===== config.mk =====
export PLATFORM = sky130hd
export DESIGN_NAME = step_dir_input
export DESIGN_NICKNAME = d
export VERILOG_FILES = /design/src/rtl/step_dir_input_pkg.sv /design/src/rtl/step_dir_input_sync_filter.sv /design/src/rtl/step_dir_input.sv
export SDC_FILE = /design/constraint.sdc
export NUM_CORES = 1
export LEC_CHECK = 0
export CORE_UTILIZATION = 44
export CTS_CLUSTER_DIAMETER = 40
export CTS_CLUSTER_SIZE = 14
export DETAILED_ROUTE_END_ITERATION = 6
export PLACE_DENSITY = 0.73
export SLEW_MARGIN = 10
export SYNTH_ARGS = -nofsm -noshare
export SYNTH_HDL_FRONTEND = slang
export SYNTH_SLANG_ARGS = --single-unit

===== constraint.sdc =====
create_clock -name CLK -period 4 [get_ports CLK]
set_clock_uncertainty 0.05 [all_clocks]
set_input_delay 1 -clock CLK [delete_from_list [all_inputs] [get_ports CLK]]
set_output_delay 1 -clock CLK [all_outputs]
set_load 0.05 [all_outputs]

===== src/rtl/step_dir_input_pkg.sv =====
// rtl/step_dir_input_pkg.sv - shared constants and FSM encoding for step_dir_input
package step_dir_input_pkg;

    // Width of the per-pin stability counter and of the direction age counter
    localparam int FILT_CNT_W = 4;
    localparam int AGE_W      = 4;

    typedef enum logic [1:0] {
        IDLE   = 2'd0,
        STROBE = 2'd1,
        HOLD   = 2'd2
    } step_state_t;

endpackage


===== src/rtl/step_dir_input_sync_filter.sv =====
// rtl/step_dir_input_sync_filter.sv - 2-FF synchroniser plus stability-count glitch filter
module step_dir_input_sync_filter
    import step_dir_input_pkg::*;
#(
    parameter int FILTER_LEN = 3
) (
    input  logic clk,
    input  logic resetn,
    input  logic din,
    output logic dout
);

    localparam logic [FILT_CNT_W-1:0] LEN = FILT_CNT_W'(FILTER_LEN);

    logic                  meta;
    logic                  synced;
    logic [FILT_CNT_W-1:0] cnt;

    // Two-flop synchroniser for the asynchronous pin
    always_ff @(posedge clk or negedge resetn) begin
        if (!resetn) begin
            meta   <= 1'b0;
            synced <= 1'b0;
        end else begin
            meta   <= din;
            synced <= meta;
        end
    end

    // Output follows the synced value only after FILTER_LEN consecutive disagreeing cycles
    always_ff @(posedge clk or negedge resetn) begin
        if (!resetn) begin
            cnt  <= '0;
            dout <= 1'b0;
        end else if (synced == dout) begin
            cnt <= '0;
        end else if (cnt + 1'b1 == LEN) begin
            cnt  <= '0;
            dout <= synced;
        end else begin
            cnt <= cnt + 1'b1;
        end
    end

endmodule


===== src/rtl/step_dir_input.sv =====
// rtl/step_dir_input.sv - STEP/DIR/EN pin conditioner with position tracking; STEPDIR_DUAL_EDGE_EN steps on both edges
module step_dir_input
    import step_dir_input_pkg::*;
#(
    parameter int FILTER_LEN = 3,
    parameter int DIR_SETUP  = 2,
    parameter int POS_WIDTH  = 32
) (
    input  logic                        CLK,
    input  logic                        resetn,
    input  logic                        step_in,
    input  logic                        dir_in,
    input  logic                        en_in,
    input  logic                        clear_pos,
    output logic                        step_out,
    output logic                        dir_out,
    output logic                        enable_out,
    output logic signed [POS_WIDTH-1:0] position,
    output logic                        dir_err
);

    localparam logic [AGE_W-1:0]            AGE_MAX   = '1;
    localparam logic [AGE_W-1:0]            SETUP_CYC = AGE_W'(DIR_SETUP);
    localparam logic signed [POS_WIDTH-1:0] POS_PLUS  = POS_WIDTH'(1);
    localparam logic signed [POS_WIDTH-1:0] POS_MINUS = '1;

    logic             step_f;
    logic             dir_f;
    logic             en_f;
    logic             step_prev;
    logic             dir_prev;
    logic             step_edge;
    logic [AGE_W-1:0] dir_age;
    logic             setup_bad;
    logic             strobe;
    logic signed [POS_WIDTH-1:0] pos_base;
    step_state_t      state;
    step_state_t      next_state;

    step_dir_input_sync_filter #(.FILTER_LEN(FILTER_LEN)) u_step_filt (
        .clk    (CLK),
        .resetn (resetn),
        .din    (step_in),
        .dout   (step_f)
    );

    step_dir_input_sync_filter #(.FILTER_LEN(FILTER_LEN)) u_dir_filt (
        .clk    (CLK),
        .resetn (resetn),
        .din    (dir_in),
        .dout   (dir_f)
    );

    step_dir_input_sync_filter #(.FILTER_LEN(FILTER_LEN)) u_en_filt (
        .clk    (CLK),
        .resetn (resetn),
        .din    (en_in),
        .dout   (en_f)
    );

    assign enable_out = en_f;
    assign step_out   = strobe;

`ifdef STEPDIR_DUAL_EDGE_EN
    assign step_edge = step_f ^ step_prev;
`else
    assign step_edge = step_f & ~step_prev;
`endif

    assign setup_bad = (dir_age < SETUP_CYC);
    assign pos_base  = clear_pos ? '0 : position;

    // One-cycle history of the filtered step and dir for edge detection
    always_ff @(posedge CLK or negedge resetn) begin
        if (!resetn) begin
            step_prev <= 1'b0;
            dir_prev  <= 1'b0;
        end else begin
            step_prev <= step_f;
            dir_prev  <= dir_f;
        end
    end

    // Cycles since the filtered dir last changed, saturating
    always_ff @(posedge CLK or negedge resetn) begin
        if (!resetn) begin
            dir_age <= '0;
        end else if (dir_f != dir_prev) begin
            dir_age <= '0;
        end else if (dir_age != AGE_MAX) begin
            dir_age <= dir_age + 1'b1;
        end
    end

    // Step FSM state register
    always_ff @(posedge CLK or negedge resetn) begin
        if (!resetn) begin
            state <= IDLE;
        end else begin
            state <= next_state;
        end
    end

    // Step FSM next state; in dual-edge mode an edge arriving during STROBE is not seen
    always_comb begin
        next_state = state;
        strobe     = 1'b0;
        case (state)
            IDLE: begin
`ifdef STEPDIR_DUAL_EDGE_EN
                if (step_edge && en_f) begin
                    next_state = STROBE;
                end
`else
                if (step_edge) begin
                    next_state = en_f ? STROBE : HOLD;
                end
`endif
            end
            STROBE: begin
                strobe = 1'b1;
`ifdef STEPDIR_DUAL_EDGE_EN
                next_state = IDLE;
`else
                next_state = HOLD;
`endif
            end
            HOLD: begin
                if (!step_f) begin
                    next_state = IDLE;
                end
            end
            default: next_state = IDLE;
        endcase
    end

    // Direction latch, position count and sticky setup flag; a clear in the strobe cycle lands first
    always_ff @(posedge CLK or negedge resetn) begin
        if (!resetn) begin
            dir_out  <= 1'b0;
            position <= '0;
            dir_err  <= 1'b0;
        end else if (strobe) begin
            dir_out  <= dir_f;
            position <= pos_base + (dir_f ? POS_PLUS : POS_MINUS);
            dir_err  <= setup_bad | (dir_err & ~clear_pos);
        end else if (clear_pos) begin
            position <= '0;
            dir_err  <= 1'b0;
        end
    end

endmodule


Yosys cells after proc, flatten, opt, wreduce, memory -nomap -nowiden --
Index checks and enable logic that the tools add are counted.
Storage, ports and cells: flip-flop bits (word level) 63, output and inout port bits 36, logic and storage cells 70
Cells by class: add/subtract/negate cells 5, magnitude comparators 1, equal/unequal tests 12, mux-type cells 18, bitwise operators 8, reductions and logical operators 7
Operators by type and width (count):
- 32-bit two-way mux | 3
- 32-bit adder | 1
- 4-bit two-way mux | 8
- 4-bit by 1-bit adder with 4-bit output, second input constant | 4
- 4-bit by 2-bit == test with 1-bit output, second input constant | 3
- 2-bit AND reduction | 4
- 2-bit two-way mux | 3
- 2-bit case mux with 3 select lines | 1
- 1-bit inverter | 5
- 4-bit by 2-bit < comparator with 1-bit output, second input constant | 1
- 2-bit != test, second input constant | 2
- 4-bit != test, second input constant | 1
- 2-bit nonzero test | 2
- 1-bit == test | 3
- 1-bit two-way mux | 3
- 1-bit bitwise AND | 2
- 2-bit by 1-bit == test with 1-bit output, second input constant | 1
- 2-bit == test, second input constant | 1
- 2-bit logical NOT | 1
- 1-bit != test | 1
- 1-bit OR | 1

Longest topological paths before layout --
word-level depth 4, mapped depth 12, mapped depth without buffers 11

By module --
A second synthesis with hierarchy kept.
Second synthesis, totals: cells, all modules 454, area, all modules 4185.3 µm²
By module, submodules not included:
- step_dir_input | times used 1, cells each 382, area each 3265.6 µm², seq. area each 1051.0 µm²
- step_dir_input_sync_filter at u_dir_filt ... | times used 2, cells each 24, area each 304.0 µm², seq. area each 175.2 µm²
- step_dir_input_sync_filter at u_step_filt | times used 1, cells each 24, area each 311.5 µm², seq. area each 175.2 µm²

Worst setup path after synthesis --
No wires, ideal clock.
path type input to register, start in clear_pos, end reg position[28], library setup time 70 ps, arrival time 3457 ps, path slack 424 ps, cell stages on the path 11, buffers on the path 1, cells stage by stage clkbuf_1 > nor2b_1 > ha_1 > and3_4 > a22oi_1 > a21boi_2 > o21ai_2 > a311o_2 > a41o_4 > a2111oi_4 > nand3b_1
Between the ends: word-level cells in the longest chain between the ends 3
RTL lines:
- start, declared | RTL line step_dir_input.sv:14 | input logic clear_pos,
- 32-bit two-way mux (*)
- 32-bit adder | RTL line step_dir_input.sv:145 | position <= pos_base + (dir_f ? POS_PLUS : POS_MINUS);
- 32-bit two-way mux (*) | RTL line step_dir_input.sv:143 | end else if (strobe) begin
- end signal, assigned | RTL line step_dir_input.sv:145
- end, declared | RTL line step_dir_input.sv:18 | output logic signed [POS_WIDTH-1:0] position,
Every way passes the cells marked *; elsewhere a longest branch is shown, timed or not. A chain may end at the register's enable or synchronous reset.

Worst setup path in the final report --
Same ends and word-level chain as after synthesis.

==> summary.md <==
| Metric | Value |
|---|---|
| Outcome | completed |
| Total track usage | 21.3% |
| Critical path fanouts, max | 16 |
| First-pass DRT Iterations | 4 |
| EDFF count, synth | 0 |
| Die height | roughly 100 um |
| Clock latency on the worst-skew pair | 0.35 ns |
| Crit path DAT | 3.96 ns |
| CTS Sinks | 63 |
| Post-synthesis sequential area ratio | 35.6% |
| Number of setup buffers added after CTS | 0 |
| Place WS | -0.0948 ns |
| TritonCTS buffer count | 9 |
| Post-synthesis cell count | 497 |
| CTS tree | done |
| Detailed placement HPWL | 7570 um |
| #FFs+latches synth | 63 |
| Cell taking the most area after synthesis | dfrtp_1 |
| Commonest non-fill, non-tap cell in the layout | dfrtp_1 |
| RSZ-0062 raised after global routing | false |
| Vias in the first global route | 3791 |
| WHS | 0.299 ns |
| Die area | roughly 0.010 mm2 |
| Crit Path Class | in2reg |
| Largest net degree at the start of global routing | 68 |
| Final Instance Area | 0.00542 mm2 |
| Inst Count DP | 691 |
| Asr flop ratio synth | 100% |
| Vias per cell | 5.42 |
| Top-area cell type share of the netlist area | 35.6% |
| Die span in x | between 100 and 150 um |
| Power Density | roughly 830 mW/mm2 |
| Diodes inserted | 0 |
| Global route overflow | 0 |
| Vias | 3834 |
| Final Non-Filler Cells | 707 |
| Relative slew slack | 59.5% |
| Top-Level Pins | 42 |
| Worst setup margin | 0.271 ns |
| Cts repair resizes | 0 |
| Total core area | just under 0.01 mm2 |
| Hold Violations, Final | 0 |
| # hold bufs at CTS | 0 |
| Synth area leaders | dfrtp_1, ha_1, nor2b_1 |
| Most used flip-flop cell after synthesis | dfrtp_1 |
| Final Critical Period | between 3 and 4 ns |
| Port bufs | 41 |
| CP required | 4.23 ns |
| Synth Warn # | 0 |
| Final Core Density | 55.4% |
| Area growth syn-to-layout | 22.1% |
| Share of layout cells above drive strength 1 | 12.9% |
| Site row count | 36 |
| Mean Syn Cell Area | 8.92 um2 |
| Worst-case clock buffer depth | 2 |
| Final WL | 10000 um |
| DR DRC count | 0 |
| Synthesized Nets | 544 |
| Crit. End Element | flop |
| Initial DRC count | 166 |
| Initial Util | a little under half |
| Final setup vio count | 0 |
| Post-layout power | 4.48 mW |
| Pin slew with the least headroom to its limit | 0.607 ns |
| Post-synthesis cell area | approximately 0.0044 mm2 |
| Peak VDD IR | 0.442 mV |
| H-tree levels | 3 |
| Avg WL per Cell | 14.2 um |
| First-pass GRT wire length | around 17000 um |
| Initial antenna violation count | 0 |
| Count of pins over their slew limit | 0 |
| Startpoint Class | input pin |
| Period Utilization, post-route | 93.2% |
| Maxcap violations | 0 |
| Worst hold path class | reg2reg |
| Gpl congestion | a little over 0.9 |
| Post-DP Area | 0.00522 mm2 |
| Nets@finish | 616 |
| Leakage | 2.45 nW |
| Post-synth cell types | 59 |
| Commonest non-fill, non-tap cells in the layout | dfrtp_1, nand2_1, ha_1, clkdlybuf4s50_1, o21ai_0 |
| Final ANT Viol Nets | 0 |
| Clock tree root buffer cell | clkbuf_8 |
| Maximum clock rate | 0.268 GHz |
| Setup TNS | 0 ns |
| Clock-pin slew on the worst setup and hold paths | 0.07 ns |
## logic make-up after synthesis
family,after synthesis,synth area share [%]
simple gates,192,22.3
compound gates,129,19.1
flops,63,35.6
fa+ha+maj,41,11.7
xor+xnor,37,7.31
buf+inv,29,2.48
mux,6,1.47
## final cells by class
| cell class | instances | area, um2 |
|---|---|---|
| Sequential cell | 63 | 1580 |
| Clock inverter | 6 | 61.3 |
| Multi-Input combinational cell | 405 | 2760 |
| Timing Repair Buffer | 78 | 683 |
| Fill cell | 893 | 4360 |
| Inverter | 12 | 45.0 |
| Clock buffer | 10 | 128 |
| Tap cell | 133 | 166 |
## cells in the mapped netlist, types with 2 or more instances
cell and n:
o21ai_1 2, nand2_1 54, ha_1 40, nand2b_1 12
nand3b_1 2, mux2_2 4, xnor2_1 21, clkbuf_1 16
a21o_2 2, nor4_1 4, a21oi_1 33, o21ai_0 38
o21bai_1 4, nand4_1 6, inv_1 11, o21a_1 5
and2_1 2, a22oi_1 2, nor2_1 28, and4_1 3
o31ai_1 4, a221oi_1 2, or3_1 2, nor2b_1 33
o211ai_1 4, nor3_1 11, and3_1 5, a21o_1 11
mux2i_1 2, a31oi_1 6, nand3_1 20, xor2_1 16
dfrtp_1 63, nor3b_1 4
## path summary, 6_finish.rpt
kind	from	end	slack [ns]	cells past startpoint
max in group asynchronous	resetn	u_en_filt.cnt[2]	2.39	2
min	u_step_filt.meta	u_step_filt.synced	0.30	0
min in group asynchronous	resetn	position[7]	0.59	1
max reg2reg	u_dir_filt.dout	position[28]	0.80	10
min reg2reg	u_step_filt.meta	u_step_filt.synced	0.30	0
max	clear_pos	position[28]	0.27	12
## metal layers
layer	global-route usage (%)	up-vias	routed length, um
met5	0	-	0
met2	35.2	70	4760
met1	27.3	1825	4710
met3	4.04	18	311
li1	-	1921	-
met4	9.12	0	238
## flip-flops by register name, summed over array words and instances (netlist names), 2 cells and up
register and count:
position 32, dir_age 4, u_dir_filt.cnt 4, u_en_filt.cnt 4
u_step_filt.cnt 4, state 2
## critical path, stage by stage
cell and delay, ns:
clkdlybuf4s50_1 0.46, buf_4 0.17, buf_4 0.23, nor2b_1 0.09, ha_1 0.34, a21oi_1 0.25
o21a_1 0.20, nand2b_1 0.07, a311o_2 0.39, a41o_4 0.30, a2111oi_4 0.32, nand3b_1 0.14
## power breakdown
group / internal [mW] / leakage [nW] / switching (mW)
Sequential: 0.852 / 0.835 / 0.157
Combinational: 1.18 / 1.52 / 1.75
Clock: 0.285 / 0.0960 / 0.254
Total: 2.31 / 2.45 / 2.17
No activity file was read; power rests on OpenSTA's default activity.
